[config.mk]
export PLATFORM = sky130hd
export DESIGN_NAME = game_flow_ctrl
export DESIGN_NICKNAME = d
export VERILOG_FILES = /design/src/rtl/game_pkg.sv /design/src/rtl/game_flow_ctrl_phase_timer.sv /design/src/rtl/game_flow_ctrl.sv
export SDC_FILE = /design/constraint.sdc
export NUM_CORES = 1
export LEC_CHECK = 0
export ABC_AREA = 0
export CAP_MARGIN = 20
export CORE_MARGIN = 2
export CORE_UTILIZATION = 45
export CTS_BUF_LIST = sky130_fd_sc_hd__clkbuf_4 sky130_fd_sc_hd__clkbuf_8
export CTS_CLUSTER_SIZE = 40
export DETAILED_ROUTE_END_ITERATION = 7
export MAX_ROUTING_LAYER = met4
export PLACE_DENSITY_LB_ADDON = 0.1
export SYNTH_ARGS = -nofsm -noshare
export SYNTH_HDL_FRONTEND = slang
export SYNTH_SLANG_ARGS = --single-unit
[constraint.sdc]
create_clock -name CLOCK_50 -period 1.7 [get_ports CLOCK_50]
set_input_delay 0.34 -clock CLOCK_50 [delete_from_list [all_inputs] [get_ports CLOCK_50]]
set_output_delay 0.34 -clock CLOCK_50 [all_outputs]
set_load 0.005 [all_outputs]
[src/rtl/game_pkg.sv]
// Shared types and constants for the Pac-Man game-flow controller.
package game_pkg;

    typedef enum logic [2:0] {IDLE, PLAY, RESUME, CLEARED, OVER, WON} game_state_t;

    localparam int TILE_X_W = 6;
    localparam int TILE_Y_W = 5;

    function automatic int max_int(input int a, input int b);
        return (a > b) ? a : b;
    endfunction

endpackage

[src/rtl/game_flow_ctrl_phase_timer.sv]
// Loadable down-counter used to time the RESUME and CLEARED phases.
module phase_timer #(
    parameter int W = 8
) (
    input  logic         clk,
    input  logic         rst,
    input  logic         load,
    input  logic [W-1:0] load_val,
    input  logic         count,
    output logic         zero
);

    logic [W-1:0] value;

    // Load wins over count; the counter parks at zero rather than wrapping.
    always_ff @(posedge clk or posedge rst) begin
        if (rst) begin
            value <= '0;
        end else if (load) begin
            value <= load_val;
        end else if (count && (value != '0)) begin
            value <= value - 1'b1;
        end
    end

    assign zero = (value == '0);

endmodule

[src/rtl/game_flow_ctrl.sv]
// Game-phase sequencer: start/play/resume/clear/over/win, lives and level
// counters, ghost collision detection and sprite/map control strobes.
module game_flow_ctrl
    import game_pkg::*;
#(
    parameter int N_GHOSTS      = 2,
    parameter int START_LIVES   = 3,
    parameter int MAX_LEVEL     = 3,
    parameter int RESUME_CYCLES = 250_000_000,
    parameter int CLEAR_CYCLES  = 1024,
    parameter int X_W           = TILE_X_W,
    parameter int Y_W           = TILE_Y_W,
    parameter int PILL_W        = 8
) (
    input  logic                    CLOCK_50,
    input  logic                    reset,
    input  logic                    start,
    input  logic                    move_tick,
    input  logic [X_W-1:0]          pac_x,
    input  logic [Y_W-1:0]          pac_y,
    input  logic [N_GHOSTS*X_W-1:0] ghost_x,
    input  logic [N_GHOSTS*Y_W-1:0] ghost_y,
    input  logic [PILL_W-1:0]       pill_remaining,
    output logic [2:0]              state,
    output logic                    sprite_reset,
    output logic                    map_reset,
    output logic                    ghost_enable,
    output logic [2:0]              lives,
    output logic [3:0]              level,
    output logic [N_GHOSTS-1:0]     hit_ghost,
    output logic                    life_lost,
    output logic                    level_up
);

    localparam int TMR_W = $clog2(max_int(RESUME_CYCLES, CLEAR_CYCLES) + 1);
    localparam logic [TMR_W-1:0] RESUME_LOAD = TMR_W'(RESUME_CYCLES - 1);
    localparam logic [TMR_W-1:0] CLEAR_LOAD  = TMR_W'(CLEAR_CYCLES - 1);
    localparam logic [2:0]       LIVES_INIT  = 3'(START_LIVES);
    localparam logic [3:0]       LEVEL_TOP   = 4'(MAX_LEVEL);

    game_state_t         cur, nxt;
    logic                start_q, start_edge;
    logic [N_GHOSTS-1:0] hit_vec, hit_n;
    logic [2:0]          lives_n;
    logic [3:0]          level_n;
    logic                life_lost_n, level_up_n;
    logic                tmr_load, tmr_count, tmr_zero;
    logic [TMR_W-1:0]    tmr_val;

    for (genvar g = 0; g < N_GHOSTS; g++) begin : g_coll
        assign hit_vec[g] = (ghost_x[g*X_W +: X_W] == pac_x) &&
                            (ghost_y[g*Y_W +: Y_W] == pac_y);
    end

    // start_q resets high so a switch already on at reset release is not an edge.
    always_ff @(posedge CLOCK_50 or posedge reset) begin
        if (reset) begin
            start_q    <= 1'b1;
            start_edge <= 1'b0;
        end else begin
            start_q    <= start;
            start_edge <= start & ~start_q;
        end
    end

    phase_timer #(.W(TMR_W)) u_timer (
        .clk      (CLOCK_50),
        .rst      (reset),
        .load     (tmr_load),
        .load_val (tmr_val),
        .count    (tmr_count),
        .zero     (tmr_zero)
    );

    always_ff @(posedge CLOCK_50 or posedge reset) begin
        if (reset) begin
            cur       <= IDLE;
            lives     <= LIVES_INIT;
            level     <= 4'd1;
            hit_ghost <= '0;
            life_lost <= 1'b0;
            level_up  <= 1'b0;
        end else begin
            cur       <= nxt;
            lives     <= lives_n;
            level     <= level_n;
            hit_ghost <= hit_n;
            life_lost <= life_lost_n;
            level_up  <= level_up_n;
        end
    end

    always_comb begin
        nxt         = cur;
        lives_n     = lives;
        level_n     = level;
        hit_n       = hit_ghost;
        life_lost_n = 1'b0;
        level_up_n  = 1'b0;
        tmr_load    = 1'b0;
        tmr_val     = '0;
        tmr_count   = 1'b0;
        case (cur)
            IDLE: begin
                if (start_edge) nxt = PLAY;
            end
            PLAY: begin
                // A level clear takes priority over a same-cycle collision.
                if (move_tick && (pill_remaining == '0)) begin
                    nxt      = CLEARED;
                    tmr_load = 1'b1;
                    tmr_val  = CLEAR_LOAD;
                end else if (|hit_vec) begin
                    hit_n       = hit_vec;
                    life_lost_n = 1'b1;
                    if (lives <= 3'd1) begin
                        lives_n = 3'd0;
                        nxt     = OVER;
                    end else begin
                        lives_n  = lives - 3'd1;
                        nxt      = RESUME;
                        tmr_load = 1'b1;
                        tmr_val  = RESUME_LOAD;
                    end
                end
            end
            RESUME: begin
                if (tmr_zero) nxt = PLAY;
                else          tmr_count = 1'b1;
            end
            CLEARED: begin
                if (!tmr_zero) begin
                    tmr_count = 1'b1;
                end else if (level >= LEVEL_TOP) begin
                    nxt = WON;
                end else begin
                    level_n    = level + 4'd1;
                    level_up_n = 1'b1;
                    nxt        = PLAY;
                end
            end
            OVER, WON: begin
                if (start_edge) begin
                    nxt     = IDLE;
                    lives_n = LIVES_INIT;
                    level_n = 4'd1;
                    hit_n   = '0;
                end
            end
            default: nxt = IDLE;
        endcase
    end

    always_comb begin
        sprite_reset = 1'b1;
        map_reset    = 1'b0;
        ghost_enable = 1'b0;
        case (cur)
            IDLE, CLEARED: map_reset = 1'b1;
            PLAY: begin
                sprite_reset = 1'b0;
                ghost_enable = 1'b1;
            end
            default: ;
        endcase
    end

    assign state = cur;

endmodule

### Word level (Yosys, flattened, before mapping)

Index checks and enable logic that the tools add are counted.

* word-level logic and storage cells: 94
* register bits: 44
* input port bits: 45
* output and inout bits: 17

* equality and inequality tests: 17
* reductions and logical operators: 18
* magnitude comparators: 2
* add/sub/neg operators: 3
* bitwise logic cells: 2
* multiplexer cells: 43

Operator list (number)
* $mux W28: 6
* $mux W3: 12
* $logic_not A28 Y1: 1
* $reduce_bool A28 Y1: 1
* $sub A28 B1 Y28 const B: 1
* $mux W1: 15
* $pmux W3 S5: 1
* $ne A2 B2 Y1 const B: 7
* $eq A6 B6 Y1: 2
* $mux W4: 3
* $eq A5 B5 Y1: 2
* $logic_not A8 Y1: 1
* $pmux W4 S2: 1
* $reduce_and A4 Y1: 2
* $reduce_or A2 Y1: 4
* $eq A3 B2 Y1 const B: 2
* $eq A3 B3 Y1 const B: 2
* $mux W2: 3
* $pmux W3 S2: 1
* $reduce_bool A2 Y1: 3
* $reduce_and A5 Y1: 1
* $add A4 B1 Y4 const B: 1
* $ge A4 B2 Y1 const B: 1
* $logic_and A1 B1 Y1: 4
* 8 further kinds: 8

### Depth between registers and ports, before layout

Gate-level depths: netlist of the first run.

* word-level depth: 7
* gate-level depth with buffers: 8
* mapped depth without buffers: 8

### Modules after synthesis

From an unflattened synthesis of the first run, not the netlist that was laid out.

* cell total of the unflattened synthesis: 337
* area, all modules: 3032.9 um^2

Modules (own cells, without submodules)
* phase_timer: sequential area each 700.7 um^2, area each 1921.8 um^2, instances 1, cells an instance 215
* game_flow_ctrl: sequential area each 405.4 um^2, area each 1111.1 um^2, instances 1, cells an instance 122

### Worst setup path before layout of the first run

No wires, ideal clock.

* path type: reg-to-reg
* start: register u_timer.value[21]
* end: register u_timer.value[25]
* path slack: -0.204 ns
* buffers on the path: 0
* clock period less this slack: 1.904 ns
* library setup time: 0.137 ns
* arrival time: 1.767 ns
* cell stages (with the launch flop): 7
* data required time: 1.563 ns
* cells stage by stage: dfrtp_1 > or4_4 > nor3b_4 > a211oi_4 > and4bb_1 > xnor2_1 > a21oi_1

* longest elaborated chain between the ends: 5
* elaborated cells on any way between the ends: 9
* those cells by class: 1 x add/sub; 4 x mux; 4 x reduce/logical

RTL lines
* start, declared: RTL line game_flow_ctrl_phase_timer.sv:13 `logic [W-1:0] value;`
* start signal, assigned: RTL line game_flow_ctrl_phase_timer.sv:20 `value <= load_val;`
* start signal, assigned: RTL line game_flow_ctrl_phase_timer.sv:22 `value <= value - 1'b1;`
* parallel branches: the longest is 5 deep, another holds $sub A28 B1 Y28

Several ways; the timed one is not identified. The select of a mux whose other input is x is not followed.
A chain may end at the register's enable or synchronous reset.

### Worst setup path after layout of the first run

* start: register u_timer.value[15]
* end: register cur[0] (netlist: state[0])

* longest elaborated chain between the ends: 3
* elaborated cells on any way between the ends: 4
* those cells by class: 2 x eq/ne; 2 x reduce/logical

RTL lines
* $logic_not A28 Y1 *: RTL line game_flow_ctrl_phase_timer.sv:26 `assign zero = (value == '0);`
* $ne A2 B2 Y1 (no source line)
* $reduce_and A5 Y1 (no source line) *
* end signal, assigned: RTL line game_flow_ctrl.sv:84 `cur <= nxt;`
* end, declared: RTL line game_flow_ctrl.sv:41 `game_state_t cur, nxt;`

Every way passes the cells marked *; elsewhere a longest branch is shown, timed or not.

==> impl_metrics.tcl, run 1 <==
set metrics [dict create \
    status "complete, but fails checks" \
    failing_checks "setup timing" \
    fin_cells 508 \
    finalCoreUtilization_pct 78.5 \
    grt_pass1_wl_um 12000 \
    total_power_mw 3.75 \
    route.final.wire_length_um 8110 \
    most_common_library_cell_in_the_layout_ignoring_fill_and_taps "buf_4" \
    worst_ep_required_time_ns 1.87 \
    area_growth_syn_to_layout_pct 71.0 \
    final.min_clock_period_ns 2.06 \
    worstPathArrival_ns 2.23 \
    r2r_cells 6 \
    gr-total-overflow 0 \
    timing.clock.skew_ns 0.0173 \
    post-route-period-util_pct 121 \
    die_y_um 81.3 \
    hold_class "in2async" \
    grt.total_usage_pct 24.3 \
    antenna_cells_inserted 0 \
    finalHoldViolCount 0 \
    max_stage_delay_ns 0.42 \
    timing.final.setup_violations 33 \
    clock_buffers_created_by_tritoncts 5 \
    post-dp-hpwl_um 5340 \
    fillers 385 \
    timing.rr.end "state[0]" \
    slew-limit-headroom_pct 72.5 \
    antenna_left 0 \
    buffer_ports.inserted 61 \
    initial_utilization_pct 45.9 \
    floorplan.die_area_sq_um 6600 \
    static-leakage-power_nw 2.00 \
    synth_area_leaders "dfrtp_1 (37%), xnor2_1 (10%), nand2_1 (4.1%), dfstp_2 (3.9%), xor2_1 (3.9%)" \
    synthArstFlopShare_pct 100 \
    r2r_start "u_timer.value[15]" \
    finish.net_count 482 \
    critical_path.cell_chain "nor4_4 -> nand3_4 -> buf_6 -> o31a_1 -> o21ai_0 -> nand3_1" \
    placed_cells 477 \
    synthesis.area_sq_um 2690 \
    cts_hold_repair.buffers 0 \
    antenna_violations_before_repair 0 \
    dr_vias 2655 \
    critical_path_endpoint_category "flip-flop" \
    clock_path_buffers 2 \
    routedWlPerCell_um 16.0 \
    vdd_ir_drop_max_mv 0.686 \
    postLayoutCellArea_sq_um 4590 \
    synth_cell_type_count 55 \
    floorplan.rows 28 \
    max_slew.worst_pin.slew_ns 0.413 \
    path_clk_slew_ns 0.09 \
    io-pin-count 62 \
    timing.critical_path.from_type "flip-flop" \
    ys_seq_elements 44 \
    design.core.area_sq_um 5850 \
    routabilityCongestion 0.891 \
    detailedRoute.firstIterationViolations 129 \
    final_max_slew_viol_count 0 \
    drtPass1Iterations 4 \
    synth.top_cell.area_share_pct 37.3 \
    insertion_delay_ns 0.31 \
    leading_cell_types_in_the_layout_fill_and_taps_excluded "buf_4 (78), clkdlybuf4s50_1 (37), dfrtp_1 (36), xnor2_1 (30), nand2_1 (22)" \
    first_global_vias 2628 \
    floorplan.die.width_um 81.3 \
    synthDominantAreaCellType "dfrtp_1" \
    synthesis.yosys.warnings 0 \
    timing.critical_path.from "u_timer.value[15]" \
    cap_violations 0 \
    cp_slowest_cell "dfrtp_1" \
    rrSetupSlack_ns -0.36 \
    numClockSinks 44 \
    cp.buffers_inverters 1 \
    timing.fmax_mhz 485 \
    crit_fanout 7 \
    cts_htree_levels 2 \
    synth_cells 275 \
    drive_gt1_share_pct 41.1 \
    cts_root_buffer "clkbuf_8" \
    detailed_place.area_sq_um 3950 \
    syn-num-nets 325 \
    share_of_the_yosys_chip_area_belonging_to_registers_pct 41.2 \
    pin_count_of_the_biggest_net_entering_global_routing 45 \
    setup_slack_ns -0.363 \
    drcViolationCount 0 \
    postSynth.topFlopCell "dfrtp_1" \
    place_ws_ns -0.494 \
    grt_setup_unrepaired "yes" \
    power-per-cell-area_nw_per_um2 816 \
    count_of_flip_flops_with_a_built_in_enable_after_synthesis 0 \
    critical_path_class "reg2reg" \
    drt-vias-per-instance 5.23 \
    synth_area_per_cell_sq_um 9.77 \
    cts_tree "done" \
    cpLargestDelayFamily "simple AND/OR/NAND/NOR gates" \
]
-- what timing repair did --
| item | 4_1_cts | 5_1_grt |
|---|---|---|
| resized for setup | 44 | 68 |
| buffers inserted | 11 | 11 |
| endpoints found under the setup margin | 44 | 40 |
| cloned | 1 | 0 |
| pin swaps | 37 | 53 |
-- how the worst max path moves through the flow --
| stage | end | slack [ns] | cells after the start |
|---|---|---|---|
| 2_1_floorplan | u_timer.value[25] | -0.20 | 6 |
| 3_3_place_gp | u_timer.value[24] | -0.44 | 8 |
| 3_5_place_dp | u_timer.value[16] | -0.49 | 8 |
| 4_1_cts | u_timer.value[25] | -0.31 | 6 |
| 5_1_grt | state[0] | -0.42 | 6 |
| 6_report | state[0] | -0.36 | 6 |
-- sequential cells by signal (all words and copies together), names as in the netlist --
register / count
u_timer.value: 28
level: 4
lives: 3
state: 3
hit_ghost: 2
level_up: 1
life_lost: 1
start_edge: 1
start_q: 1
-- through the flow --
stage / setup TNS, ns / hold WS (ns)
after global routing: -10.63 / 0.398
after floorplan: -2.66 / 0.344
final: -8.00 / 0.357
after detailed placement: -13.22 / 0.508
after CTS: -5.80 / 0.370
after global placement: -11.69 / 0.484
-- power breakdown --
part	total, mW	switching [mW]	internal, mW
Clock	0.835	0.382	0.453
Sequential	1.33	0.119	1.21
Combinational	1.58	0.722	0.860
Total	3.75	1.22	2.53
-- cell type report --
class,instances,area (sq um),area share [%]
Timing Repair Buffer,154,1410,30.7
Multi-Input combinational cell,218,1830,39.8
Sequential cell,44,1110,24.2
Tap cell,75,93.8,2.04
Clock inverter,2,35.0,0.763
Inverter,9,36.3,0.790
Clock buffer,6,76.3,1.66
-- synthesized netlist by cell type, types with 3 or more instances --
cell type / n
a21boi_0: 3
a21oi_1: 11
and2_1: 4
dfrtp_1: 40
dfstp_2: 4
ha_1: 5
inv_1: 8
nand2_1: 29
nand2b_1: 3
nand3_1: 10
nand4_1: 6
nand4b_1: 4
nor2_1: 23
nor3_1: 10
nor4_1: 4
o21ai_0: 13
o22ai_1: 3
or3_1: 4
xnor2_1: 32
xor2_1: 12
-- metal layers --
layer / up-vias / GRT usage, % / share of wire [%] / wire, um
met5: - / - / 0 / 0
met4: 0 / 5.42 / 1.7 / 135
met3: 13 / 4.11 / 3.0 / 245
met2: 53 / 42.5 / 53 / 4300
met1: 1304 / 29.3 / 42 / 3420
li1: 1285 / - / - / -
-- tightest hold or removal path, cell delays in order --
cell	delay [ns]
clkdlybuf4s50_1	0.40
clkinv_1	0.07
buf_12	0.23
-- cells by family (layout without fill, tap and decap cells) --
family                   count (synthesis)  count (layout)  synth area share (%)
buffers and inverters                   14             171                  2.33
AND/OR/NAND/NOR                        122             122                  28.2
multiplexers                             1               1                 0.373
XOR/XNOR                                44              44                  14.3
adder cells (fa/ha/maj)                  5               5                  2.33
flip-flops                              44              44                  41.2
AO/OA/AOI/OAI                           45              46                  11.3
(Power assumes the default switching activity.)
==> run 2: changes to the inputs <==
--- a/config.mk
+++ b/config.mk
@@ -8,7 +8,7 @@
 export ABC_AREA = 0
 export CAP_MARGIN = 20
 export CORE_MARGIN = 2
-export CORE_UTILIZATION = 45
+export CORE_UTILIZATION = 47
 export CTS_BUF_LIST = sky130_fd_sc_hd__clkbuf_4 sky130_fd_sc_hd__clkbuf_8
 export CTS_CLUSTER_SIZE = 40
 export DETAILED_ROUTE_END_ITERATION = 7
==> run 2 against run 1 <==
Against the previous run:
- the run still ends with setup timing left
- fmax down 3.6%
- sequential power about the same
- routed wire length up 42%
- highest routed layer unchanged
==> impl_metrics.tcl, run 2 (synthesis gave the netlist of run 1 again) <==
set metrics [dict create \
    status "complete, but fails checks" \
    failing_checks "setup timing" \
    cts_tree "done" \
    fillers 199 \
    timing.clock.skew_ns 0.0149 \
    clock_buffers_created_by_tritoncts 5 \
    cts_hold_repair.buffers 0 \
    r2r_cells 9 \
    most_common_library_cell_in_the_layout_ignoring_fill_and_taps "buf_4" \
    floorplan.rows 27 \
    antenna_cells_inserted 0 \
    insertion_delay_ns 0.32 \
    cp_common_cell "buf_6" \
    finalHoldViolCount 0 \
    setup_total_negative_slack_ns -11.44 \
    reg.largest.list "u_timer.value (28), level (4)" \
    cts_htree_levels 2 \
    finalHoldWorstSlack_ns 0.363 \
    antenna_left 0 \
    path_clk_slew_ns 0.10 \
    first_global_vias 2879 \
    grt_setup_unrepaired "yes" \
    drcViolationCount 0 \
    numClockSinks 44 \
    dr_vias 3097 \
    critical_path_endpoint_category "flip-flop" \
    timing.critical_path.from_type "flip-flop" \
    postLayoutCellArea_sq_um 4990 \
    critical_path.cell_chain "nor3_4 -> nand4b_1 -> buf_6 -> nor3_4 -> buf_6 -> buf_6 -> nor3_2 -> xnor2_1 -> nor2_1" \
    detailedRoute.firstIterationViolations 233 \
    floorplan.die_area_sq_um 6340 \
    critical_path_class "reg2reg" \
    clock_path_buffers 2 \
    routedWlPerCell_um 21.7 \
    buffer_ports.inserted 61 \
    io-pin-count 62 \
    vdd_ir_drop_max_mv 0.792 \
    critical_path_depth 9 \
    max_stage_delay_ns 0.43 \
    rrSetupSlack_ns -0.44 \
    design.core.area_sq_um 5510 \
    final_max_slew_viol_count 0 \
    drt-vias-per-instance 5.83 \
    die_y_um 79.6 \
    max_slew.worst_pin.slew_ns 0.404 \
    finish.net_count 508 \
    grt_pass1_wl_um 13700 \
    pin_count_of_the_biggest_net_entering_global_routing 45 \
    area_growth_syn_to_layout_pct 85.8 \
    cpLargestDelayFamily "simple AND/OR/NAND/NOR gates" \
    detailed_place.area_sq_um 4010 \
    timing.fmax_mhz 467 \
    timing.final.setup_violations 42 \
    cp.buffers_inverters 3 \
    worst_ep_required_time_ns 1.90 \
    power-per-cell-area_nw_per_um2 887 \
    static-leakage-power_nw 2.36 \
    drive_gt1_share_pct 47.1 \
    hold_class "in2async" \
    total_power_mw 4.43 \
    routabilityCongestion 0.863 \
    post-route-period-util_pct 126 \
    initial_utilization_pct 48.8 \
    fin_cells 531 \
    cp_slowest_cell "dfrtp_1" \
    drtPass1Iterations 4 \
    largest_reg_flops 28 \
    worstPathArrival_ns 2.34 \
    crit_fanout 5 \
    slew-limit-headroom_pct 73.0 \
    route.final.wire_length_um 11500 \
    post-dp-hpwl_um 5650 \
    cap_violations 0 \
    leading_cell_types_in_the_layout_fill_and_taps_excluded "buf_4 (89), dfrtp_1 (37), dlymetal6s2s_1 (33), buf_6 (31), xnor2_1 (28)" \
    place_ws_ns -0.393 \
    finalCoreUtilization_pct 90.6 \
    cts_root_buffer "clkbuf_8" \
    antenna_violations_before_repair 0 \
    placed_cells 483 \
    grt.total_usage_pct 28.9 \
    final.min_clock_period_ns 2.14 \
    floorplan.die.width_um 79.6 \
    gr-total-overflow 0 \
    setup_slack_ns -0.439 \
    max_flop_register "u_timer.value" \
]
run 2: cell count changes in the layout (fill, tap and decap cells not counted), moves of 3 or more:
cell             before  now
buf_4                78   89
buf_6                15   31
clkdlybuf4s50_1      37   23
dlymetal6s2s_1       18   33
nor2_4                1    4
nor3_2                4    7
o21ai_1               8    5
o21ai_2               2    6
run 2: report_power, final:
part	switching, mW	leakage [nW]	internal [mW]
clock	0.397	0.0614	0.481
combinational	1.04	1.84	1.16
sequential	0.146	0.461	1.21
total	1.58	2.36	2.85
run 2: layout make-up:
type	instances	area [sq um]	share of cell area, %
tap	72	90.1	1.80
clock inverter	2	38.8	0.777
sequential	44	1110	22.2
inverter	9	36.3	0.727
clock buffer	6	82.6	1.65
multi-input combinational	217	1930	38.6
timing repair buffer	181	1710	34.2
run 2: worst paths after layout:
kind / from / to
max: u_timer.value[2] / u_timer.value[16]
min: reset / u_timer.value[15]
max reg2reg: u_timer.value[2] / u_timer.value[16]
min reg2reg: start_q / start_edge
max in group asynchronous: reset / lives[0]
min in group CLOCK_50: start / start_q
run 2: worst reg2reg max path, delay by kind of cell, from the launching register on:
| kind | cells | cell delay [ns] |
|---|---|---|
| flip-flops | 1 | 0.43 |
| XOR/XNOR | 1 | 0.17 |
| AND/OR/NAND/NOR | 5 | 0.97 |
| buffers and inverters | 3 | 0.44 |
run 2: routing by layer:
metal  share of wire [%]  global-route usage, %
met3                 5.7                   4.07
met4                 4.5                   9.31
met5                   0                      -
met1                  38                   34.0
met2                  52                   50.9
run 2: what timing repair did:
action / in CTS / in global routing
buffers inserted: 17 / 27
resized for setup: 69 / 95
pin swaps: 50 / 63
endpoints found under the setup margin: 44 / 44
hold endpoints to repair: 0 / 0
